`config.mk`:
```
export PLATFORM = sky130hd
export DESIGN_NAME = fifo_spram_sched
export DESIGN_NICKNAME = d
export VERILOG_FILES = /design/src/rtl/fifo_spram_pkg.sv /design/src/rtl/rr_arb2.sv /design/src/rtl/fifo_spram_sched.sv
export SDC_FILE = /design/constraint.sdc
export NUM_CORES = 1
export LEC_CHECK = 0
export BUFFER_PORTS_ARGS = -buffer_cell sky130_fd_sc_hd__clkbuf_2
export CAP_MARGIN = 20
export CORE_MARGIN = 3
export CORE_UTILIZATION = 35
export CTS_CLUSTER_DIAMETER = 30
export DETAILED_ROUTE_END_ITERATION = 7
export GPL_TIMING_DRIVEN = 0
export HOLD_SLACK_MARGIN = 0.12
export PLACE_DENSITY = 0.7
export SLEW_MARGIN = 20
export SYNTH_ARGS = -nofsm -noshare
export SYNTH_HDL_FRONTEND = slang
export SYNTH_SLANG_ARGS = --single-unit
```
`constraint.sdc`:
```
create_clock -name clk -period 3.18 [get_ports clk]
set_input_delay 0.318 -clock clk [delete_from_list [all_inputs] [get_ports clk]]
set_output_delay 0.318 -clock clk [all_outputs]
set_load 0.1 [all_outputs]
```
`src/rtl/fifo_spram_pkg.sv`:
```
// Shared definitions for the single-port-RAM FIFO scheduler: default
// geometry, the packed core instruction layout, FSM states and the
// outstanding-read tracker slot.
package fifo_spram_pkg;

  localparam int DATA_WIDTH = 8;
  localparam int ADDR_WIDTH = 3;

  // Core instruction layout for the default width: {WE, RE, DI}.
  localparam int INST_WE_BIT = DATA_WIDTH + 1;
  localparam int INST_RE_BIT = DATA_WIDTH;

  typedef enum logic {
    RUN   = 1'b0,
    FLUSH = 1'b1
  } state_e;

  // One stage of the outstanding-read pipeline. A discarded read belongs
  // to a flush drain and must never surface on the response stream.
  typedef struct packed {
    logic pending;
    logic discard;
  } trk_slot_t;

endpackage

```
`src/rtl/rr_arb2.sv`:
```
// Two-requester round-robin arbiter. The priority pointer moves only when
// both requesters compete, so an uncontended requester never steals the
// other's turn. Requester A wins the first conflict after reset.
module rr_arb2 (
  input  logic clk,
  input  logic rst,
  input  logic req_a,
  input  logic req_b,
  output logic gnt_a,
  output logic gnt_b
);

  logic prio_b_q;
  logic prio_b_d;
  logic conflict;

  // Grant selection and pointer advance; the loser of a conflict is
  // favoured at the next one.
  // NOTE: every signal written in always_comb gets a default first, so no
  // path through the block can leave it unassigned and infer a latch.
  always_comb begin
    conflict = req_a & req_b;
    gnt_a    = req_a & (~req_b | ~prio_b_q);
    gnt_b    = req_b & (~req_a |  prio_b_q);
    prio_b_d = prio_b_q;
    if (conflict) begin
      prio_b_d = ~prio_b_q;
    end
  end

  // Pointer register.
  // NOTE: state is updated with non-blocking assignments so every flop
  // samples its inputs from before the edge, independent of block order.
  always_ff @(posedge clk) begin
    if (rst) begin
      prio_b_q <= 1'b0;
    end else begin
      prio_b_q <= prio_b_d;
    end
  end

endmodule

```
`src/rtl/fifo_spram_sched.sv`:
```
// Issue scheduler for the single-port-RAM FIFO core. Push and pop
// requesters share one core access per cycle; occupancy is committed at
// issue time, pop data returns as a response stream three cycles after
// the grant, and a flush pulse drains the FIFO with discarded reads.
module fifo_spram_sched #(
  parameter int ADDR_WIDTH = fifo_spram_pkg::ADDR_WIDTH,
  parameter int DATA_WIDTH = fifo_spram_pkg::DATA_WIDTH
) (
  input  logic                  clk,
  input  logic                  rst,
  input  logic                  wr_valid,
  input  logic [DATA_WIDTH-1:0] wr_data,
  output logic                  wr_ready,
  input  logic                  rd_valid,
  output logic                  rd_ready,
  input  logic                  flush,
  output logic                  rsp_valid,
  output logic [DATA_WIDTH-1:0] rsp_data,
  output logic [DATA_WIDTH+1:0] core_inst,
  input  logic [DATA_WIDTH-1:0] core_do,
  input  logic                  core_read_valid,
  output logic [ADDR_WIDTH:0]   count,
  output logic                  full,
  output logic                  empty,
  output logic                  busy,
  output logic                  proto_err
);

  import fifo_spram_pkg::*;

  localparam int DEPTH = 2 ** ADDR_WIDTH;
  localparam logic [ADDR_WIDTH:0] DEPTH_CNT = (ADDR_WIDTH + 1)'(DEPTH);
  localparam logic [ADDR_WIDTH:0] CNT_ONE   = (ADDR_WIDTH + 1)'(1);

  // Control bits keep their offset above the data field when the data
  // width is overridden.
  localparam int WE_BIT = DATA_WIDTH + (INST_WE_BIT - fifo_spram_pkg::DATA_WIDTH);
  localparam int RE_BIT = DATA_WIDTH + (INST_RE_BIT - fifo_spram_pkg::DATA_WIDTH);

  state_e                state_q,     state_d;
  logic [ADDR_WIDTH:0]   count_q,     count_d;
  logic [DATA_WIDTH+1:0] inst_q,      inst_d;
  trk_slot_t             slot0_q,     slot0_d;
  trk_slot_t             slot1_q,     slot1_d;
  logic                  rsp_valid_q, rsp_valid_d;
  logic [DATA_WIDTH-1:0] rsp_data_q,  rsp_data_d;
  logic                  proto_err_q, proto_err_d;

  logic full_int;
  logic empty_int;
  logic run_ok;
  logic wr_elig;
  logic rd_elig;
  logic wr_gnt;
  logic rd_gnt;
  logic flush_gnt;
  logic pop_issue;

  // Occupancy flags and request eligibility; nothing is granted during
  // reset or while a drain owns the core.
  always_comb begin
    full_int  = (count_q == DEPTH_CNT);
    empty_int = (count_q == '0);
    run_ok    = (state_q == RUN) && !rst;
    wr_elig   = run_ok && wr_valid && !full_int;
    rd_elig   = run_ok && rd_valid && !empty_int;
    flush_gnt = (state_q == FLUSH) && !rst && !empty_int;
    pop_issue = rd_gnt | flush_gnt;
  end

  rr_arb2 u_arb (
    .clk   (clk),
    .rst   (rst),
    .req_a (wr_elig),
    .req_b (rd_elig),
    .gnt_a (wr_gnt),
    .gnt_b (rd_gnt)
  );

  // Next state: a flush pulse in RUN starts a drain; the drain ends once
  // the FIFO is empty and the last discarded read is returning.
  always_comb begin
    state_d = state_q;
    unique case (state_q)
      RUN: begin
        if (flush) begin
          state_d = FLUSH;
        end
      end
      FLUSH: begin
        if (empty_int && !(slot0_q.pending && slot0_q.discard)) begin
          state_d = RUN;
        end
      end
      default: state_d = RUN;
    endcase
  end

  // Committed occupancy: at most one grant per cycle, so it never moves
  // in both directions at once.
  always_comb begin
    count_d = count_q;
    if (wr_gnt) begin
      count_d = count_q + CNT_ONE;
    end else if (pop_issue) begin
      count_d = count_q - CNT_ONE;
    end
  end

  // Core instruction for the next cycle; the data field stays zero unless
  // this is a write.
  always_comb begin
    inst_d         = '0;
    inst_d[WE_BIT] = wr_gnt;
    inst_d[RE_BIT] = pop_issue;
    if (wr_gnt) begin
      inst_d[DATA_WIDTH-1:0] = wr_data;
    end
  end

  // Outstanding-read tracker and response path. Slot 1 lines up with the
  // cycle in which the core returns data for a read issued two cycles ago.
  always_comb begin
    slot0_d.pending = pop_issue;
    slot0_d.discard = flush_gnt;
    slot1_d         = slot0_q;
    rsp_valid_d     = core_read_valid && slot1_q.pending && !slot1_q.discard;
    rsp_data_d      = rsp_data_q;
    if (rsp_valid_d) begin
      rsp_data_d = core_do;
    end
    proto_err_d = proto_err_q | (core_read_valid && !slot1_q.pending);
  end

  // State registers; reset abandons every in-flight operation.
  always_ff @(posedge clk) begin
    if (rst) begin
      state_q     <= RUN;
      count_q     <= '0;
      inst_q      <= '0;
      slot0_q     <= '0;
      slot1_q     <= '0;
      rsp_valid_q <= 1'b0;
      rsp_data_q  <= '0;
      proto_err_q <= 1'b0;
    end else begin
      state_q     <= state_d;
      count_q     <= count_d;
      inst_q      <= inst_d;
      slot0_q     <= slot0_d;
      slot1_q     <= slot1_d;
      rsp_valid_q <= rsp_valid_d;
      rsp_data_q  <= rsp_data_d;
      proto_err_q <= proto_err_d;
    end
  end

  assign wr_ready  = wr_gnt;
  assign rd_ready  = rd_gnt;
  assign core_inst = inst_q;
  assign rsp_valid = rsp_valid_q;
  assign rsp_data  = rsp_data_q;
  assign count     = count_q;
  assign full      = full_int;
  assign empty     = empty_int;
  assign busy      = (state_q == FLUSH);
  assign proto_err = proto_err_q;

endmodule

```
==> metrics.md, run 1 <==
| Metric | Value |
|---|---|
| Final WS setup | 449 ps |
| Post-Syn Area per Cell | 10.4 um2 |
| Yosys top cell area share | 0.510 |
| WP data arrival | roughly 3000 ps |
| Hold Path Stages | 2 |
| Met1 Use GR | 0.137 |
| Required @ worst endpoint | about 3400 ps |
| Vias per std cell | 4.61 |
| Clock Latency Late Sink | ~320 ps |
| Fin. Hold Viols | 0 |
| Yosys reg bits | 29 |
| I/O pin cnt | 51 |
| Cts hold-fix bufs | 0 |
| Final routed DRC violation total | 0 |
| Maximum clock path buffer count | 2 |
| Setup Skew | approximately 4.2 ps |
| Input/output buffers | 50 |
| Reg2reg path depth | 9 |
| Total Nets Final | between 150 and 200 |
| Inserted Clock Buffers | 5 |
| Ys async rst share | 0 |
| Gr busiest metal | met2 |
| Synth-to-layout area growth | 34.7% |
| Fin crit share | 0.859 |
| Final Max Tran Viols | 0 |
| CP max FO | 8 |
| CTS Sinks | 29 |
| First-pass GRT wire length | 4080 um |
| Synth area leader | dfxtp_1 |
| Worst slack at placement | ~480 ps |
| Seq pwr share | 0.298 |
| Comb pwr share | 0.576 |
| Setup TNS Final | 0 ps |
| Slew headroom | 0.606 |
| Leak Pwr | 0.775 nW |
| Final setup viols | 0 |
| Share of layout cells above drive strength 1 | 0.413 |
| Startpoint Class | flip-flop |
| WHS | 187 ps |
| Max IR drop VDD | 0.000697 V |
| Die area | between 3000 and 4000 um2 |
| Hold EP | core_inst[4] |
| Dpl cells | between 200 and 250 |
| DIE HEIGHT | between 60 and 70 um |
| Cells after synthesis | 109 |
| Post-Layout Cell Count | about 210 |
| Largest net degree at the start of global routing | 11 |
| Top_reg_cell synth | dfxtp_1 |
| Min cycle time layout | approximately 2700 ps |
| Core Area | slightly above 3000 um2 |
| Die Wd | ~63 um |
| Peak Freq | roughly 370 MHz |
| Worst hold start | wr_data[4] |
| Post-CTS Setup Inserts | 0 |
| Post-route ant nets | 0 |
| Top post-synthesis cells by area | dfxtp_1 (51%), mux2i_1 (7.9%), nor2_1 (5.6%), and2_1 (4.4%), ha_1 (2.2%) |
| Initial antenna violation count | 0 |
| Sw Ratio | 0.564 |
| Grt total ovfl | 0 |
| Root buffer cell | clkbuf_4 |
| Drt pass-1 iters | 4 |
| Clock transition at path regs | roughly 90 ps |
| Vias in the first global route | 960 |
| Setup CP Type | flip-flop to flip-flop |
| Worst hold path class | primary input to flip-flop |
| Mapped Nets | about 130 |
| Routability Congestion | ~0.77 |
| EDFF count, synth | 0 |
| Mapped cell area | between 1000 and 1500 um2 |
| Reg2reg end | count[3] |
| Resized Gates After CTS | 0 |
| Met3 Use GR | 0.0576 |
| Total power density per cell area | about 1100 nW/um2 |
| Initial DRC Count | 9 |
| Flop-to-flop setup slack | around 450 ps |
| Status | finished clean |
| Worst-Margin Slew | 591 ps |
| Wire per inst | approximately 11 um |
| Clock power share | 0.126 |
| Max Cap Viol | 0 |
| CTS tree | yes |
| Final Util | 0.498 |
| Met2 Use GR | 0.213 |
| H-Tree Depth | 2 |
| CP endpoint kind | flip-flop |
| Total GRT Usage | 0.131 |
| Reg2reg start | count[0] |
| Ant. Diodes | 0 |
| Vias post-DR | 972 |
| Post-synth cell types | 36 |
| Synth Warn # | 0 |
| Sequential area share after synthesis | 0.510 |
| Num rows | 20 |
| Initial Util | 0.370 |
| Psw | 0.000945 W |
| Internal cell power | around 0.00073 W |
| Final WL | 2360 um |
| Detailed Place HPWL | 1890 um |
| Unrepaired setup endpoints after global routing | false |
## Yosys cell counts (all sizes together), types with 2 or more instances
| cell | number |
|---|---|
| dfxtp | 29 |
| nor2 | 17 |
| mux2i | 9 |
| and2 | 8 |
| clkbuf | 4 |
| a21oi | 3 |
| inv | 3 |
| nor3 | 3 |
| a211oi | 2 |
| a21o | 2 |
| buf | 2 |
| ha | 2 |
| nand2 | 2 |
| nand2b | 2 |
| nor2b | 2 |
| nor4b | 2 |
| xnor2 | 2 |
## worst max-delay path: stages (launching register included)
cell and delay [ps]:
dfxtp_1 430, o311a_1 380, or4_1 490, buf_6 170
ha_1 290, a21o_1 170, a21oi_1 250, o2111ai_1 150
a21o_1 220, a21oi_2 100
## per-layer routing
layer	wire length [um]	share of wire
met4	73	0.031
met3	192	0.081
met2	1140	0.48
met1	955	0.41
met5	0	0
## cell usage in the layout (no fill, tap or decap), types with 3 or more instances in the layout
master / netlist / final
clkbuf_1: 4 / 4
clkbuf_2: 0 / 50
nor2_1: 17 / 16
and2_1: 8 / 8
nor3_1: 3 / 3
inv_1: 3 / 3
mux2i_1: 9 / 9
dfxtp_1: 29 / 28
clkbuf_4: 0 / 5
## cells by family (layout without fill, tap and decap cells)
family	Yosys count	after routing	synth area share
DFF	29	29	0.510
adders and majority gates	3	3	0.0396
muxes	9	9	0.0792
and+or+nand+nor	41	41	0.197
xor gates and xnor gates	3	3	0.0231
buffers and inverters	10	68	0.0539
AOI/OAI and AO/OA	14	14	0.0968
## worst max-delay path by stage
stage	from	end	slack, ps	cells after the start
2_1_floorplan	count[0]	count[3]	-310	9
3_3_place_gp	count[0]	count[3]	550	9
3_5_place_dp	count[0]	count[3]	480	9
4_1_cts	count[0]	count[3]	460	9
5_1_grt	count[0]	count[3]	350	9
6_report	count[0]	count[3]	450	9
## layout make-up
cell class                 instances  area [um2]
sequential                        29         582
inverter                           4        27.5
multi-input combinational         70         528
tap                               44        55.1
clock buffer                       5        37.5
clock inverter                     3        17.5
fill                             305        1550
timing repair buffer              50         250
buffer                             6        33.8
## state kept, by name (all words and copies together), names as in the netlist
name,flops
count,4
busy,1
u_arb.prio_b_q,1
slot1_q,2
proto_err,1
rsp_data,8
rsp_valid,1
core_inst,10
slot0_q,1
## through the flow
stage / total power, W / instance area, um2
floorplan: 0.00133 / 1170
global placement: 0.00146 / 1480
detailed placement: 0.00148 / 1480
CTS: 0.00169 / 1530
global route: 0.00177 / 1530
finish: 0.00168 / 1530
## power groups by stage
stage | Sequential [W] | Clock [W] | Combinational [W]
6_report | 0.000499 | 0.000212 | 0.000965
5_1_grt | 0.000509 | 0.000241 | 0.00102
4_1_cts | 0.000499 | 0.000223 | 0.000973
3_5_place_dp | 0.000507 | 0 | 0.000972
3_3_place_gp | 0.000503 | 0 | 0.000953
2_1_floorplan | 0.000820 | 0 | 0.000511
Power figures use the tool's default switching activity.
==> inputs of run 2 (changes only) <==
REMOVE_ABC_BUFFERS = 1   (was unset)
==> metrics.md, run 2 (synthesis results as in run 1) <==
| Metric | Value |
|---|---|
| WHS | 204 ps (+17.1 ps) |
| Startpoint Class | flip-flop |
| Setup CP Type | flip-flop to flip-flop |
| Commonest non-fill, non-tap cell in the layout | clkbuf_2 |
| Max IR drop VDD | 0.000914 V (+31%) |
| Required @ worst endpoint | 3420 ps (-20 ps) |
| Wire per inst | 11.3 um (+0.80%) |
| Post-route ant nets | 0 (unchanged) |
| Worst-Margin Slew | 552 ps (-39.3 ps) |
| Fin. Hold Viols | 0 (unchanged) |
| Min cycle time layout | 2840 ps (+108 ps) |
| Cts hold-fix bufs | 0 (unchanged) |
| Final Util | 0.476 (-0.0220) |
| Fin crit share | 0.893 (+0.0339) |
| Clock transition at path regs | 90 ps (about the same) |
| Critical-path cell list | o311a_1 -> or4_1 -> ha_1 -> a21o_1 -> a21oi_1 -> o2111ai_1 -> a21o_1 -> a21oi_2 |
| Final Max Tran Viols | 0 (unchanged) |
| Max Cap Viol | 0 (unchanged) |
| Peak Freq | 352 MHz (-3.8%) |
| Share of layout cells above drive strength 1 | 0.381 (-0.0319) |
| DIE HEIGHT | 63.0 um (unchanged) |
| Post-CTS Setup Inserts | 0 (unchanged) |
| Final routed DRC violation total | 0 (unchanged) |
| Slew headroom | 0.631 (+0.0251) |
| Vias post-DR | 943 (-3.0%) |
| Routability Congestion | 0.772 (+0.67%) |
| Largest register FFs | 10 (unchanged) |
| Psw | 0.000905 W (-4.2%) |
| Vias in the first global route | 942 (-1.9%) |
| Worst hold path class | primary input to flip-flop |
| Status | finished clean |
| Unrepaired setup endpoints after global routing | false |
| Vias per std cell | 4.62 (+0.35%) |
| WP data arrival | 3080 ps (+90 ps) |
| Post-Layout Cell Count | 204 (-3.3%) |
| Met2 wire length | 1110 um (-2.6%) |
| Die area | 3970 um2 (unchanged) |
| Setup Skew | 6.07 ps (+1.83 ps) |
| Worst slack at placement | 349 ps (-132 ps) |
| H-Tree Depth | 2 (unchanged) |
| Input/output buffers | 50 (unchanged) |
| Initial Util | 0.370 (unchanged) |
| Fill count | 308 (+0.98%) |
| M1 WL | 995 um (+4.2%) |
| Critical Path Slowest Stage Cell | or4_1 |
| Sw Ratio | 0.556 (-0.00751) |
| Initial DRC Count | 25 (+16) |
| Synth-to-layout area growth | 28.7% |
| Drt pass-1 iters | 4 (unchanged) |
| Delay-heaviest family, CP | compound AO/OA/AOI/OAI gates |
| CP max FO | 8 (unchanged) |
| Inserted Clock Buffers | 5 (unchanged) |
| Comb pwr share | 0.563 (-0.013) |
| Seq pwr share | 0.305 (+0.007) |
| Final setup viols | 0 (unchanged) |
| Leading cell types in the layout, fill and taps excluded | clkbuf_2 (50), dfxtp_1 (29), nor2_1 (17) |
| Total Nets Final | 185 (-3.1%) |
| Num rows | 20 (unchanged) |
| Total power density per cell area | 1110 nW/um2 (+1.6%) |
| Clock Latency Late Sink | 310 ps (about the same) |
| Total power | 0.00163 W (-2.9%) |
| CP peak stage delay | 700 ps (+210 ps) |
| Final WL | 2300 um (-2.5%) |
| Core Area | 3080 um2 (unchanged) |
| Grt total ovfl | 0 (unchanged) |
| Die Wd | 63.0 um (unchanged) |
| Resized Gates After CTS | 0 (unchanged) |
| CTS tree | yes |
| Internal cell power | 0.000722 W (-1.2%) |
| Final WS setup | 341 ps (-108 ps) |
| Root buffer cell | clkbuf_4 |
| Leak Pwr | 0.751 nW (-3.2%) |
| Total GRT Usage | 0.129 (-0.00226) |
| Initial antenna violation count | 0 (unchanged) |
| Metal3 WL | 181 um (-5.7%) |
| DR top layer | met4 |
| Buf/Inv on CP | 0 (-1) |
| First-pass GRT wire length | 4010 um (-1.9%) |
| Clock power share | 0.133 (+0.007) |
| Ant. Diodes | 0 (unchanged) |
| I/O pin cnt | 51 (unchanged) |
| CP dominant cell by count | a21o_1 |
| Maximum clock path buffer count | 2 (unchanged) |
| CTS Sinks | 29 (unchanged) |
| Largest net degree at the start of global routing | 24 (+13) |
| CP endpoint kind | flip-flop |
| Detailed Place HPWL | 1710 um (-9.3%) |
| Dpl cells | 197 (-3.0%) |
==> run 2: changes by cell type in the layout (fill, tap and decap cells not counted), sizes merged <==
cell,delta
buf,-2
clkinvlp,-1
clkbuf,-2
clkinv,-2
==> run 2: worst paths after layout <==
path	startpoint	to	slack, ps	cells after the start
setup / recovery	count[0]	count[3]	340	8
hold / removal	wr_data[1]	core_inst[1]	200	2
setup reg to reg	count[0]	count[3]	340	8
hold reg to reg	slot0_q[0]	slot1_q[0]	470	1
==> run 2: routing by layer <==
metal | global-route usage | up-vias
met5 | 0 | -
met4 | 0.0551 | 0
li1 | - | 472
met1 | 0.140 | 436
met2 | 0.215 | 33
met3 | 0.0594 | 2
==> run 2: layout make-up <==
| cell class | instances | area, um2 | area share |
|---|---|---|---|
| flip-flops and latches | 29 | 581 | 0.397 |
| multi-input cells | 70 | 495 | 0.338 |
| clock buffers | 7 | 55.1 | 0.0376 |
| inverters | 4 | 27.5 | 0.0188 |
| well taps | 44 | 55.1 | 0.0376 |
| repair buffers | 50 | 250 | 0.171 |
==> run 2: power groups by stage <==
stage / logic, W / clock network (W) / registers, W
6_report: 0.000916 / 0.000216 / 0.000496
5_1_grt: 0.000966 / 0.000244 / 0.000507
2_1_floorplan: 0.000424 / 0 / 0.000850
3_5_place_dp: 0.000916 / 0 / 0.000503
4_1_cts: 0.000923 / 0.000230 / 0.000495
3_3_place_gp: 0.000903 / 0 / 0.000497
==> run 2: through the flow <==
stage	TNS, ps	cell area (um2)
2_1_floorplan	-33190	1100
3_3_place_gp	0	1410
3_5_place_dp	0	1410
4_1_cts	0	1460
5_1_grt	0	1460
6_report	0	1460
==> inputs of run 3 (changes only) <==
CORE_ASPECT_RATIO = 1.4   (was unset)
PLACE_DENSITY = 0.71   (was 0.7)
SLEW_MARGIN = unset   (was 20)
SYNTH_HIERARCHICAL = 1   (was unset)
==> metrics.md, run 3 <==
| Metric | Value |
|---|---|
| Setup CP Type | flip-flop to flip-flop |
| CTS Sinks | 29 (unchanged) |
| Min cycle time layout | 2920 ps (+77.5 ps) |
| First-pass GRT wire length | 4000 um (-0.32%) |
| Total power density per cell area | 1010 nW/um2 (-9.5%) |
| Initial Util | 0.380 (+0.0108) |
| Die Wd | 54.0 um (-14%) |
| Peak Freq | 343 MHz (-2.7%) |
| Largest register FFs | 10 (unchanged) |
| Post-layout instance area | 1490 um2 (+1.7%) |
| Top-count cell post-synth | dfxtp_1 |
| Grt total ovfl | 0 (unchanged) |
| CP max FO | 7 (-1) |
| Status | finished clean |
| Total GRT Usage | 0.143 (+0.0143) |
| Fin crit share | 0.917 (+0.0244) |
| Post-synth cell types | 31 (-14%) |
| Final WS setup | 264 ps (-77.5 ps) |
| EDFF count, synth | 0 (unchanged) |
| Commonest non-fill, non-tap cell in the layout | clkbuf_2 |
| Worst slack at placement | -173 ps (-522 ps) |
| Yosys top cell area share | 0.515 (+0.00453) |
| Root buffer cell | clkbuf_8 |
| Synth top cells by count | dfxtp_1 (29), nor2_1 (17), mux2i_1 (10) |
| Max IR drop VDD | 0.000899 V (-1.7%) |
| Final WL | 2510 um (+9.4%) |
| Synth area leader | dfxtp_1 |
| Final Util | 0.502 (+0.0267) |
| DIE HEIGHT | 73.2 um (+16%) |
| Fill count | 288 (-6.5%) |
| Core Area | 2960 um2 (-3.7%) |
| Vias per std cell | 4.84 (+4.8%) |
| Final setup viols | 0 (unchanged) |
| Vias post-DR | 964 (+2.2%) |
| Vias in the first global route | 915 (-2.9%) |
| Detailed Place HPWL | 1990 um (+17%) |
| Initial antenna violation count | 0 (unchanged) |
| Num rows | 23 (+15%) |
| Sequential area share after synthesis | 0.515 (+0.00453) |
| Inserted Clock Buffers | 5 (unchanged) |
| Post-Syn Area per Cell | 10.3 um2 (-0.88%) |
| Die area | 3950 um2 (-0.56%) |
| Final Max Tran Viols | 0 (unchanged) |
| Cells after synthesis | 109 (unchanged) |
| Largest net degree at the start of global routing | 24 (unchanged) |
| Post-CTS Setup Inserts | 0 (unchanged) |
| Synth-to-layout area growth | 32.1% |
| Initial DRC Count | 18 (-28%) |
| Routability Congestion | 0.657 (-15%) |
| Share of layout cells above drive strength 1 | 0.414 (+0.0323) |
| Total Nets Final | 186 (+0.54%) |
| Maximum clock path buffer count | 2 (unchanged) |
| Leak Pwr | 0.792 nW (+5.6%) |
| Startpoint Class | flip-flop |
| Final routed DRC violation total | 0 (unchanged) |
| Top post-synthesis cells by area | dfxtp_1 (51%), mux2i_1 (8.9%), nor2_1 (5.7%), and3_1 (4.4%), a311oi_4 (2.3%) |
| WP data arrival | 3060 ps (-20 ps) |
| CP endpoint kind | flip-flop |
| Dpl cells | 191 (-3.0%) |
| Placed instance area | 1400 um2 (-0.44%) |
| Clock Latency Late Sink | 280 ps (-30 ps) |
| Fin. Hold Viols | 0 (unchanged) |
| Required @ worst endpoint | 3330 ps (-90 ps) |
| Synth Warn # | 6 (+6) |
| Worst-Margin Slew | 572 ps (+20.3 ps) |
| I/O pin cnt | 51 (unchanged) |
| Worst hold path class | primary input to flip-flop |
| Area of the multi-input gates | 505 um2 (+2.0%) |
| Unrepaired setup endpoints after global routing | false |
| Yosys reg bits | 29 (unchanged) |
| Top_reg_cell synth | dfxtp_1 |
| Input/output buffers | 50 (unchanged) |
| Clock transition at path regs | 60 ps (-30 ps) |
| H-Tree Depth | 2 (unchanged) |
| Ant. Diodes | 0 (unchanged) |
| Drt pass-1 iters | 4 (unchanged) |
| Setup Skew | 1.77 ps (-4.30 ps) |
| Post-route ant nets | 0 (unchanged) |
| Sequential cell area | 581 um2 (unchanged) |
| WHS | 275 ps (+71.5 ps) |
| Leading cell types in the layout, fill and taps excluded | clkbuf_2 (50), dfxtp_1 (29), nor2_1 (17) |
| Max Cap Viol | 0 (unchanged) |
| Mapped cell area | 1130 um2 (-0.88%) |
| Ys async rst share | 0 (unchanged) |
| Post-Layout Cell Count | 199 (-2.5%) |
| Slew headroom | 0.615 (-0.0158) |
| Wire per inst | 12.6 um (+12%) |
| CTS tree | yes |
## run 3: per-layer routing
metal,track usage,part of all wire
met1,0.130,0.36
met3,0.0491,0.086
met5,0,0
met4,0.0852,0.025
met2,0.260,0.52
## run 3: final timing paths
check / cells after the start / endpoint / slack, ps / startpoint
worst max-delay path: 9 / count[3] / 260 / count[3]
worst min-delay path: 3 / rsp_data[4] / 280 / core_do[4]
worst max register to register: 9 / count[3] / 260 / count[3]
worst min register to register: 1 / slot1_q[0] / 470 / slot0_q[0]
## run 3: through the flow
stage,TNS [ps],power [W]
after floorplan,-59840,0.00110
after global placement,-1160,0.00121
after detailed placement,-173,0.00123
after CTS,0,0.00152
after global routing,0,0.00158
final,0,0.00150
## run 3: critical path, stage by stage (launching register included)
cell,delay (ps)
dfxtp_1,370
or4_4,600
and3_2,250
a21boi_2,340
inv_1,180
ha_1,370
a21oi_1,230
a22oi_1,130
a41oi_1,170
o221ai_1,130
## run 3: layout make-up
class,instances,area share
multi-input cells,69,0.339
repair buffers,51,0.171
flip-flops and latches,29,0.390
clock buffers,6,0.0487
clock inverters,2,0.00672
well taps,37,0.0311
inverters,5,0.0126
## run 3: cells by family after synthesis
family	synth area share
xor+xnor	0.0155
simple gates	0.201
mux	0.0888
fa+ha+maj	0.0400
compound gates	0.0999
flops	0.515
buf+inv	0.0400
## run 3: what timing repair did
action	4_1_cts	5_1_grt
gates resized for setup	1	1
hold buffers	0	0
setup endpoints to repair	3	2
## run 3: power by group
part	total (W)	switching, W	internal, W
sequential	0.000460	0.0000518	0.000408
clock	0.000280	0.000129	0.000151
combinational	0.000758	0.000593	0.000165
